$ cat config.mk
export PLATFORM = sky130hd
export DESIGN_NAME = cdm_16_8000
export DESIGN_NICKNAME = d
export VERILOG_FILES = /design/src/rtl/cdm_16_8000.sv
export SDC_FILE = /design/constraint.sdc
export NUM_CORES = 1
export LEC_CHECK = 0
export CELL_PAD_IN_SITES_DETAIL_PLACEMENT = 0
export CELL_PAD_IN_SITES_GLOBAL_PLACEMENT = 1
export CORE_MARGIN = 2
export CORE_UTILIZATION = 40
export DETAILED_ROUTE_END_ITERATION = 6
export PLACE_DENSITY_LB_ADDON = 0.1
export SKIP_LAST_GASP = 1
export SYNTH_ARGS = -nofsm -noshare
export SYNTH_HDL_FRONTEND = slang
export SYNTH_SLANG_ARGS = --single-unit
$ cat constraint.sdc
create_clock -name clk -period 8.51 [get_ports clk]
set_input_delay 0.851 -clock clk [delete_from_list [all_inputs] [get_ports clk]]
set_output_delay 0.851 -clock clk [all_outputs]
set_load 0.02 [all_outputs]
$ cat src/rtl/cdm_16_8000.sv
// 16x16 unsigned carry-disregard approximate multiplier with a registered result.
// Optional exact-product override port enabled by defining CDM_EXACT_MODE_EN.
module cdm_16_8000 #(
  parameter int unsigned APPROX_COLS = 16
) (
  input  logic        clk,
  input  logic        rst,
  input  logic        valid_in,
  input  logic [15:0] A,
  input  logic [15:0] B,
`ifdef CDM_EXACT_MODE_EN
  input  logic        exact,
`endif
  output logic        valid_out,
  output logic [31:0] R
);

  localparam logic [31:0] LOW_MASK = (APPROX_COLS == 0) ? 32'd0
                                   : ((32'd1 << APPROX_COLS) - 32'd1);
  localparam logic [31:0] HIGH_MASK = ~LOW_MASK;

  // Each row contributes its low-column bits only as an OR, and only its
  // high-column bits to the carry-propagating sum.
  function automatic logic [31:0] cdm_f(input logic [15:0] a, input logic [15:0] b);
    logic [31:0] low_or;
    logic [31:0] high_sum;
    logic [31:0] row;
    low_or   = 32'd0;
    high_sum = 32'd0;
    for (int i = 0; i < 16; i++) begin
      if (a[i]) begin
        row = {16'd0, b} << i;
      end else begin
        row = 32'd0;
      end
      low_or   = low_or | (row & LOW_MASK);
      high_sum = high_sum + (row & HIGH_MASK);
    end
    return high_sum | low_or;
  endfunction

  logic [31:0] result_s;
  logic [31:0] r_r;
  logic        valid_r;

  // Select the product captured on the next accepted operand pair
  always_comb begin
    result_s = cdm_f(A, B);
`ifdef CDM_EXACT_MODE_EN
    if (exact) begin
      result_s = {16'd0, A} * {16'd0, B};
    end else begin
      result_s = cdm_f(A, B);
    end
`endif
  end

  // Result register: loads on valid_in, holds otherwise
  always_ff @(posedge clk) begin
    if (rst) begin
      r_r     <= 32'd0;
      valid_r <= 1'b0;
    end else if (valid_in) begin
      r_r     <= result_s;
      valid_r <= 1'b1;
    end else begin
      r_r     <= r_r;
      valid_r <= 1'b0;
    end
  end

  assign R         = r_r;
  assign valid_out = valid_r;

endmodule

**Word-level counts from Yosys, hierarchy flattened**

Cells that the tools add are included.
W data, S select, Z words.

- Equal/unequal tests: 0
- Shift-type cells: 0
- Bitwise gates (word level): 16
- Divide/modulo/power cells: 0
- Multiplexer cells: 17
- Order comparisons: 0
- Reductions and logical operators: 0
- $add $sub $neg: 15
- Multipliers: 0

Operator list:

| cell | count |
|---|---|
| $or A16 B16 Y16 | 10 |
| $or A32 B16 Y32 | 5 |
| $add A32 B27 Y32 | 1 |
| $add A32 B28 Y32 | 1 |
| $add A32 B29 Y32 | 1 |
| $add A32 B30 Y32 | 1 |
| $add A32 B31 Y32 | 1 |
| $or A32 B32 Y32 | 1 |
| $mux W31 | 1 |
| $mux W30 | 1 |
| $mux W29 | 1 |
| $mux W28 | 1 |
| $add A26 B26 Y27 | 1 |
| $mux W27 | 1 |
| $add A25 B25 Y26 | 1 |
| $mux W26 | 1 |
| $add A24 B24 Y25 | 1 |
| $mux W25 | 1 |
| $add A23 B23 Y24 | 1 |
| $mux W24 | 1 |
| $add A22 B22 Y23 | 1 |
| $mux W23 | 1 |
| $add A21 B21 Y22 | 1 |
| $mux W22 | 1 |
| 11 further kinds | 11 |

- Output and inout port bits: 33
- Flip-flop bits (word level): 33
- Memory bits (read-only): 0
- Memories kept: 0
- Input port bits: 35
- Bits in latches: 0
- RAM bits: 0
- Logic and storage cells: 50

**Depth between registers and ports, before layout**

Gate-level depths: netlist of the first run.

- Depth after elaboration: 17
- Mapped depth: 30
- Depth with buffers taken out: 27

**Worst setup path before layout of the first run**

No wires, ideal clock.

- Kind: input -> register
- Start point: in A[5]
- End point: reg r_r[29] (netlist: R[29])
- Stages on the path: 27
- Arrival time: 8,267 ps
- Buffers on the path: 2
- Setup slack: 126 ps
- Data required time: 8,393 ps
- Library setup time: 117 ps
- Cell sequence: clkbuf_1 > clkbuf_1 > and2_1 > fa_1 > fa_1 > fa_1 > inv_1 > fa_1 > inv_1 > ha_1 > ha_1 > a31oi_1 > nand2b_1 > a2111oi_0 > nor2_1 > xnor2_1 > fa_1 > inv_1 > fa_1 > fa_1 > inv_1 > ha_1 > a21oi_1 > o21ai_0 > a31o_2 > or3_1 > a32o_1

- Word-level cells in the longest chain between the ends: 13

Ends and longest elaborated chain:

| what | RTL line | RTL |
|---|---|---|
| start: declaration | 9 | `input logic [15:0] A,` |
| $mux W21 | 31 | `if (a[i]) begin` |
| $add A21 B21 Y22 | 37 | `high_sum = high_sum + (row & HIGH_MASK);` |
| $add A22 B22 Y23 | 37 |  |
| $add A23 B23 Y24 | 37 |  |
| $add A24 B24 Y25 | 37 |  |
| $add A25 B25 Y26 | 37 |  |
| $add A26 B26 Y27 | 37 |  |
| $add A32 B27 Y32 | 37 |  |
| $add A32 B28 Y32 | 37 |  |
| $add A32 B29 Y32 | 37 |  |
| $add A32 B30 Y32 | 37 |  |
| $add A32 B31 Y32 | 37 |  |
| $or A32 B32 Y32 | 39 | `return high_sum \| low_or;` |
| end signal: assignment | 64 | `r_r <= result_s;` |
| end signal: assignment | 67 | `r_r <= r_r;` |
| end: declaration | 43 | `logic [31:0] r_r;` |

Every way passes these cells.
A chain may end at the register's enable or synchronous reset.

**Final worst setup path of the first run**

- Start point: in A[8]
- End point: reg r_r[27] (netlist: R[27])

- Word-level cells in the longest chain between the ends: 10

Ends and longest elaborated chain:

| what | RTL line |
|---|---|
| $mux W24 | 31 |
| $add A24 B24 Y25 | 37 |
| $add A25 B25 Y26 | 37 |
| $add A26 B26 Y27 | 37 |
| $add A32 B27 Y32 | 37 |
| $add A32 B28 Y32 | 37 |
| $add A32 B29 Y32 | 37 |
| $add A32 B30 Y32 | 37 |
| $add A32 B31 Y32 | 37 |
| $or A32 B32 Y32 | 39 |

Every way passes these cells.

==> results.cfg, run 1 <==
[outcome]
run_status = complete, no violations

[logic_synthesis]
synth_top_area_share_pct = 28.0
synth_edf_count = 0
syn_nets = 872
synth_cells = 703
avgSynthCellArea_um2 = 8.33
synth_seq_cells = 33
synth_area_mm2 = 0.00586
ys_warn_count = 0
ys_types = 57
ys_seq_area_share_pct = 11.3
synth_area_leader_cell = fa_1
ys.flop_type = dfxtp_1
netlist_top_cells_area = fa_1, dfxtp_1, ha_1
async_flop_share_pct = 0

[global_route]
grt_use_met3_pct = 3.21
grtUsageMet1_pct = 30.6
grt_util_all_layers_pct = 22.4
grt_pass1_vias = 5788
grt_overflow = 0
grt_max_degree = 46
grt_pass1_wl_um = 29200
grt_antenna_before_repair = 0
top_usage_layer = met2
grtUsageMet2_pct = 38.0

[setup_path]
end_kind = flop
start_kind = input port
crit_arrival_ns = 8.35
required_ns = 8.69
crit_fanout = 6
worstSetupPathType = in -> reg

[power_and_ir_drop]
p_seq_share_pct = 5.9
leakagePower_nw = 3.41
peakVddDrop_uv = 414
p_int_w = 0.00183
pwr-share-clk_pct = 5.0
sw_frac_of_total_pct = 48.2
switchingPower_w = 0.00170
p_comb_share_pct = 89.1
post-layout-total-power_w = 0.00353
p_per_area_mw_per_mm2 = 489

[layout]
drive_gt1_share_pct = 10.8
utilization_pct = 50.0
mostFrequentLayoutCells = inv_1, fa_1, nand2_1
ff_latch_area_um2 = 661
syn_to_final_growth_pct = 23.1
multi_input_area_mm2 = 0.00468
n_fill_cell = 1393
diodes = 0
fin_nets = 944
fin_cells = 960
final_common_cell = inv_1

[cts]
numCtsBuffers = 5
cts_tree = built
path_clk_slew_ns = 0.06
cts.sinks = 33
clockBufferDepth = 2
clk_latency_ns = 0.27
htree_num_levels = 2
root_buffer = clkbuf_16
cts_hold_buf = 0
cts_setup_buffers = 0

[route]
drc = 0
routed_via_density = 5.59
drtAntennaViolNets = 0
drtPass1Iterations = 6
wl_um = 16700
vias = 5367
drt-initial-drc-count = 377
wl_per_cell_um = 17.4

[timing]
period_share_pct = 96.0
hold_viol_final = 0
worst_pin_slew_ns = 0.885
fin_skew_ns = 0
drv_slew = 0
fmax_ghz = 0.122
relSlewSlack_pct = 41.0
layout_min_cycle_time_ns = 8.17
setup_violations = 0
rsz0062_at_grt = false

[place]
place.gp.congestion = 0.874
placed_cells = 952
portBuffers = 67
dp_hpwl_um = 12800

[die]
initial_utilization_pct = 40.6
die_w_um = 125
boundaryPins = 68
die_y_um = 125
dieArea_mm2 = 0.0156
core-area_mm2 = 0.0144
num_rows = 44

[flow_run]
cap_violations = 0

[worst_hold_path]
hold_class = reg -> reg
[final timing paths]
check	from	to	slack [ns]	cells past startpoint
setup / recovery	A[8]	R[27]$_SDFFE_PP0P_	0.34	27
hold reg to reg	R[24]$_SDFFE_PP0P_	R[24]$_SDFFE_PP0P_	0.46	2
setup reg to reg	R[28]$_SDFFE_PP0P_	R[28]$_SDFFE_PP0P_	7.61	2
hold / removal	R[24]$_SDFFE_PP0P_	R[24]$_SDFFE_PP0P_	0.46	2
[stage by stage]
stage / TNS, ns / cell area [um^2] / hold slack, ns / setup WS (ns)
final: 0 / 7210 / 0.459 / 0.341
after global routing: 0 / 7210 / 0.488 / 0.0131
after CTS: 0 / 7090 / 0.463 / 0.0385
after detailed placement: -1.26 / 6950 / 0.455 / -0.296
after global placement: -0.719 / 6950 / 0.452 / -0.193
after floorplan: 0 / 5860 / 0.541 / 0.126
[registers in the layout, indices dropped and copies added, names as in the netlist]
register and flops:
R 32, valid_out 1
[cell families (layout without fill, tap and decap cells)]
group | Yosys count | after routing | synth area share [%]
and+or+nand+nor | 224 | 224 | 19.0
buffers and inverters | 161 | 234 | 10.4
AOI/OAI and AO/OA | 137 | 137 | 18.0
adders and majority gates | 134 | 134 | 39.1
DFF | 33 | 33 | 11.3
xor gates and xnor gates | 11 | 11 | 1.64
muxes | 3 | 3 | 0.513
[layer usage]
layer / wire length, um / part of all wire, % / vias up
met3: 932 / 5.6 / 11
li1: - / - / 2487
met1: 7460 / 45 / 2686
met2: 8220 / 49 / 183
met5: 0 / 0 / -
met4: 112 / 0.67 / 0
[critical path, cell delays in order]
cell	delay, ns
clkdlybuf4s50_1	0.52
and2_4	0.16
fa_1	0.45
fa_1	0.54
fa_1	0.55
inv_1	0.05
fa_1	0.53
inv_1	0.05
ha_1	0.33
ha_4	0.26
buf_4	0.13
a21oi_1	0.11
nor2b_1	0.07
o31a_1	0.26
o41a_1	0.32
xor2_1	0.17
fa_1	0.54
inv_1	0.06
fa_2	0.47
fa_1	0.54
inv_1	0.04
ha_1	0.32
buf_4	0.17
nand4_1	0.14
a21oi_2	0.07
or4_1	0.55
o311ai_1	0.10
[cell usage after synthesis, drive strengths merged, types with 4 or more instances]
cell / number
and2: 67
clkbuf: 55
dfxtp: 33
nand4: 5
a222oi: 8
a22oi: 28
ha: 52
o21ai: 10
inv: 104
nor3: 12
a22o: 10
a211oi: 9
fa: 82
or3: 6
nor2: 35
xnor2: 10
o21a: 4
nand2: 75
a2111oi: 4
nand3: 9
a221oi: 14
a311oi: 6
a21oi: 22
[what timing repair did]
action,in CTS,in global routing
hold endpoints to repair,0,0
gates resized for setup,2,26
endpoints found under the setup margin,2,7
cloned,0,0
pin swaps,0,6
[final cells by class]
cell class                 instances  area share, %
inverter                         104           5.45
tap                              184           3.19
multi-input combinational        509           64.9
sequential                        33           9.16
clock inverter                     3          0.243
clock buffer                       5           1.73
timing repair buffer             122           15.3
[power groups by stage]
stage	registers (W)	clock network, W	logic, W
finish	0.000208	0.000177	0.00314
global route	0.000213	0.000188	0.00360
CTS	0.000209	0.000182	0.00312
detailed placement	0.000212	0	0.00310
global placement	0.000211	0	0.00306
floorplan	0.000247	0	0.00209
No activity file was read; power rests on OpenSTA's default activity.
==> inputs of run 2 (changes only) <==
CORE_UTILIZATION = 30   (was 40)
==> results.cfg, run 2 (same netlist as run 1, synthesis figures left out) <==
[outcome]
run_status = complete, no violations

[worst_hold_path]
hold_class = reg -> reg
worstHoldStart = R[24]$_SDFFE_PP0P_
min_path_cells = 2
min_to = R[24]$_SDFFE_PP0P_

[route]
drc = 0
wl_per_cell_um = 17.2
vias = 5373
drtAntennaViolNets = 0
drtPass1Iterations = 6
wl_um = 18100
routed_via_density = 5.11
drt-initial-drc-count = 353

[global_route]
grt_overflow = 0
grt_use_met3_pct = 2.77
grtUsageMet2_pct = 31.2
grt_antenna_before_repair = 0
grt_pass1_vias = 5641
grt_util_all_layers_pct = 18.4
top_usage_layer = met2
grt_pass1_wl_um = 30100
grtUsageMet1_pct = 25.1
grt_max_degree = 46

[die]
die_w_um = 144
core-area_mm2 = 0.0193
die_y_um = 144
num_rows = 51
initial_utilization_pct = 30.3
dieArea_mm2 = 0.0207
boundaryPins = 68

[setup_path]
cpPeakStageDelay_ns = 0.57
crit_family = adder cells
r2r-end = R[28]$_SDFFE_PP0P_
required_ns = 8.68
crit_top_cell = fa_1
crit_arrival_ns = 8.34
start_kind = input port
reg2reg_slack_ns = 7.63
crit_fanout = 5
crit_slowest_cell = clkdlybuf4s50_1
crit_buf_inv = 6
rr_worst_depth = 2
end_kind = flop
r2r_start = R[28]$_SDFFE_PP0P_
worstSetupPathType = in -> reg

[cts]
cts.sinks = 33
root_buffer = clkbuf_16
path_clk_slew_ns = 0.06
cts_tree = built
cts_setup_buffers = 0
clk_latency_ns = 0.28
htree_num_levels = 2
numCtsBuffers = 5
clockBufferDepth = 2

[flow_run]
cap_violations = 0

[place]
place_area_mm2 = 0.00713
portBuffers = 67
place.gp.congestion = 0.794
dp_hpwl_um = 13600
preCtsSetupSlack_ns = -0.197

[layout]
n_fill_cell = 2019
mostFrequentLayoutCells = inv_1, fa_1, nand2_1
ff_latch_area_um2 = 661
largest_reg_flops = 32
diodes = 0
design_area_mm2 = 0.00742
multi_input_area_mm2 = 0.00472
drive_gt1_share_pct = 13.0
final_common_cell = inv_1
fin_nets = 954
syn_to_final_growth_pct = 26.6

[power_and_ir_drop]
peakVddDrop_uv = 487
pwr-share-clk_pct = 4.8
sw_frac_of_total_pct = 47.4
p_per_area_mw_per_mm2 = 503
p_seq_share_pct = 5.6
p_comb_share_pct = 89.6
leakagePower_nw = 3.42
switchingPower_w = 0.00177
p_int_w = 0.00196

[timing]
fmax_ghz = 0.122
period_share_pct = 96.0
setup_violations = 0
worst_pin_slew_ns = 0.801
relSlewSlack_pct = 46.4
fin_skew_ns = 0
hold_viol_final = 0
whs_ns = 0.459
layout_min_cycle_time_ns = 8.17
fin_ws_ns = 0.339
rsz0062_at_grt = false
drv_slew = 0
-- run 2: final cells by class --
cell class,instances,share of cell area (%)
Clock buffer,5,1.69
Clock inverter,3,0.236
Inverter,104,5.30
Multi-Input combinational cell,509,63.6
Sequential cell,33,8.91
Tap cell,265,4.47
Timing Repair Buffer,132,15.8
-- run 2: power by group through the flow --
stage | Combinational (W) | Sequential, W | Clock (W)
final | 0.00334 | 0.000209 | 0.000179
after global routing | 0.00384 | 0.000213 | 0.000193
after CTS | 0.00329 | 0.000210 | 0.000187
after detailed placement | 0.00327 | 0.000213 | 0
after global placement | 0.00325 | 0.000212 | 0
after floorplan | 0.00209 | 0.000247 | 0
-- run 2: worst max-delay path by stage --
stage	cells after the start	end	startpoint	slack (ns)
after floorplan	27	R[29]$_SDFFE_PP0P_	A[5]	0.13
after global placement	28	R[29]$_SDFFE_PP0P_	B[15]	-0.21
after detailed placement	28	R[29]$_SDFFE_PP0P_	B[15]	-0.20
after CTS	28	R[29]$_SDFFE_PP0P_	B[15]	0.02
after global routing	29	R[31]$_SDFFE_PP0P_	B[15]	0.0007
final	25	R[29]$_SDFFE_PP0P_	A[10]	0.34
-- run 2: metal layers --
metal	share of wire, %	vias up
met2	47	176
met5	0	-
met4	1.2	0
li1	-	2508
met1	47	2669
met3	5.2	20
-- run 2: metrics by stage --
| stage | power (W) | std cells | TNS, ns | util, % |
|---|---|---|---|---|
| floorplan | 0.00234 | 703 | 0 | - |
| global placement | 0.00347 | 1043 | -0.828 | 36.9 |
| global route | 0.00424 | 1051 | 0 | 38.4 |
| finish | 0.00373 | 1051 | 0 | 38.4 |
| CTS | 0.00368 | 1051 | 0 | 37.6 |
| detailed placement | 0.00348 | 1043 | -0.680 | 36.9 |
-- run 2: repair_timing --
| action | in CTS | in global routing |
|---|---|---|
| endpoints found under the hold margin | 0 | 0 |
| hold buffers | 0 | 0 |
| endpoints found under the setup margin | 0 | 7 |
| resized for setup | 0 | 31 |
-- run 2: tightest hold or removal path, stage by stage, from the launching register on --
cell and delay, ns:
dfxtp_1 0.30, nand2_1 0.06, a21oi_1 0.05
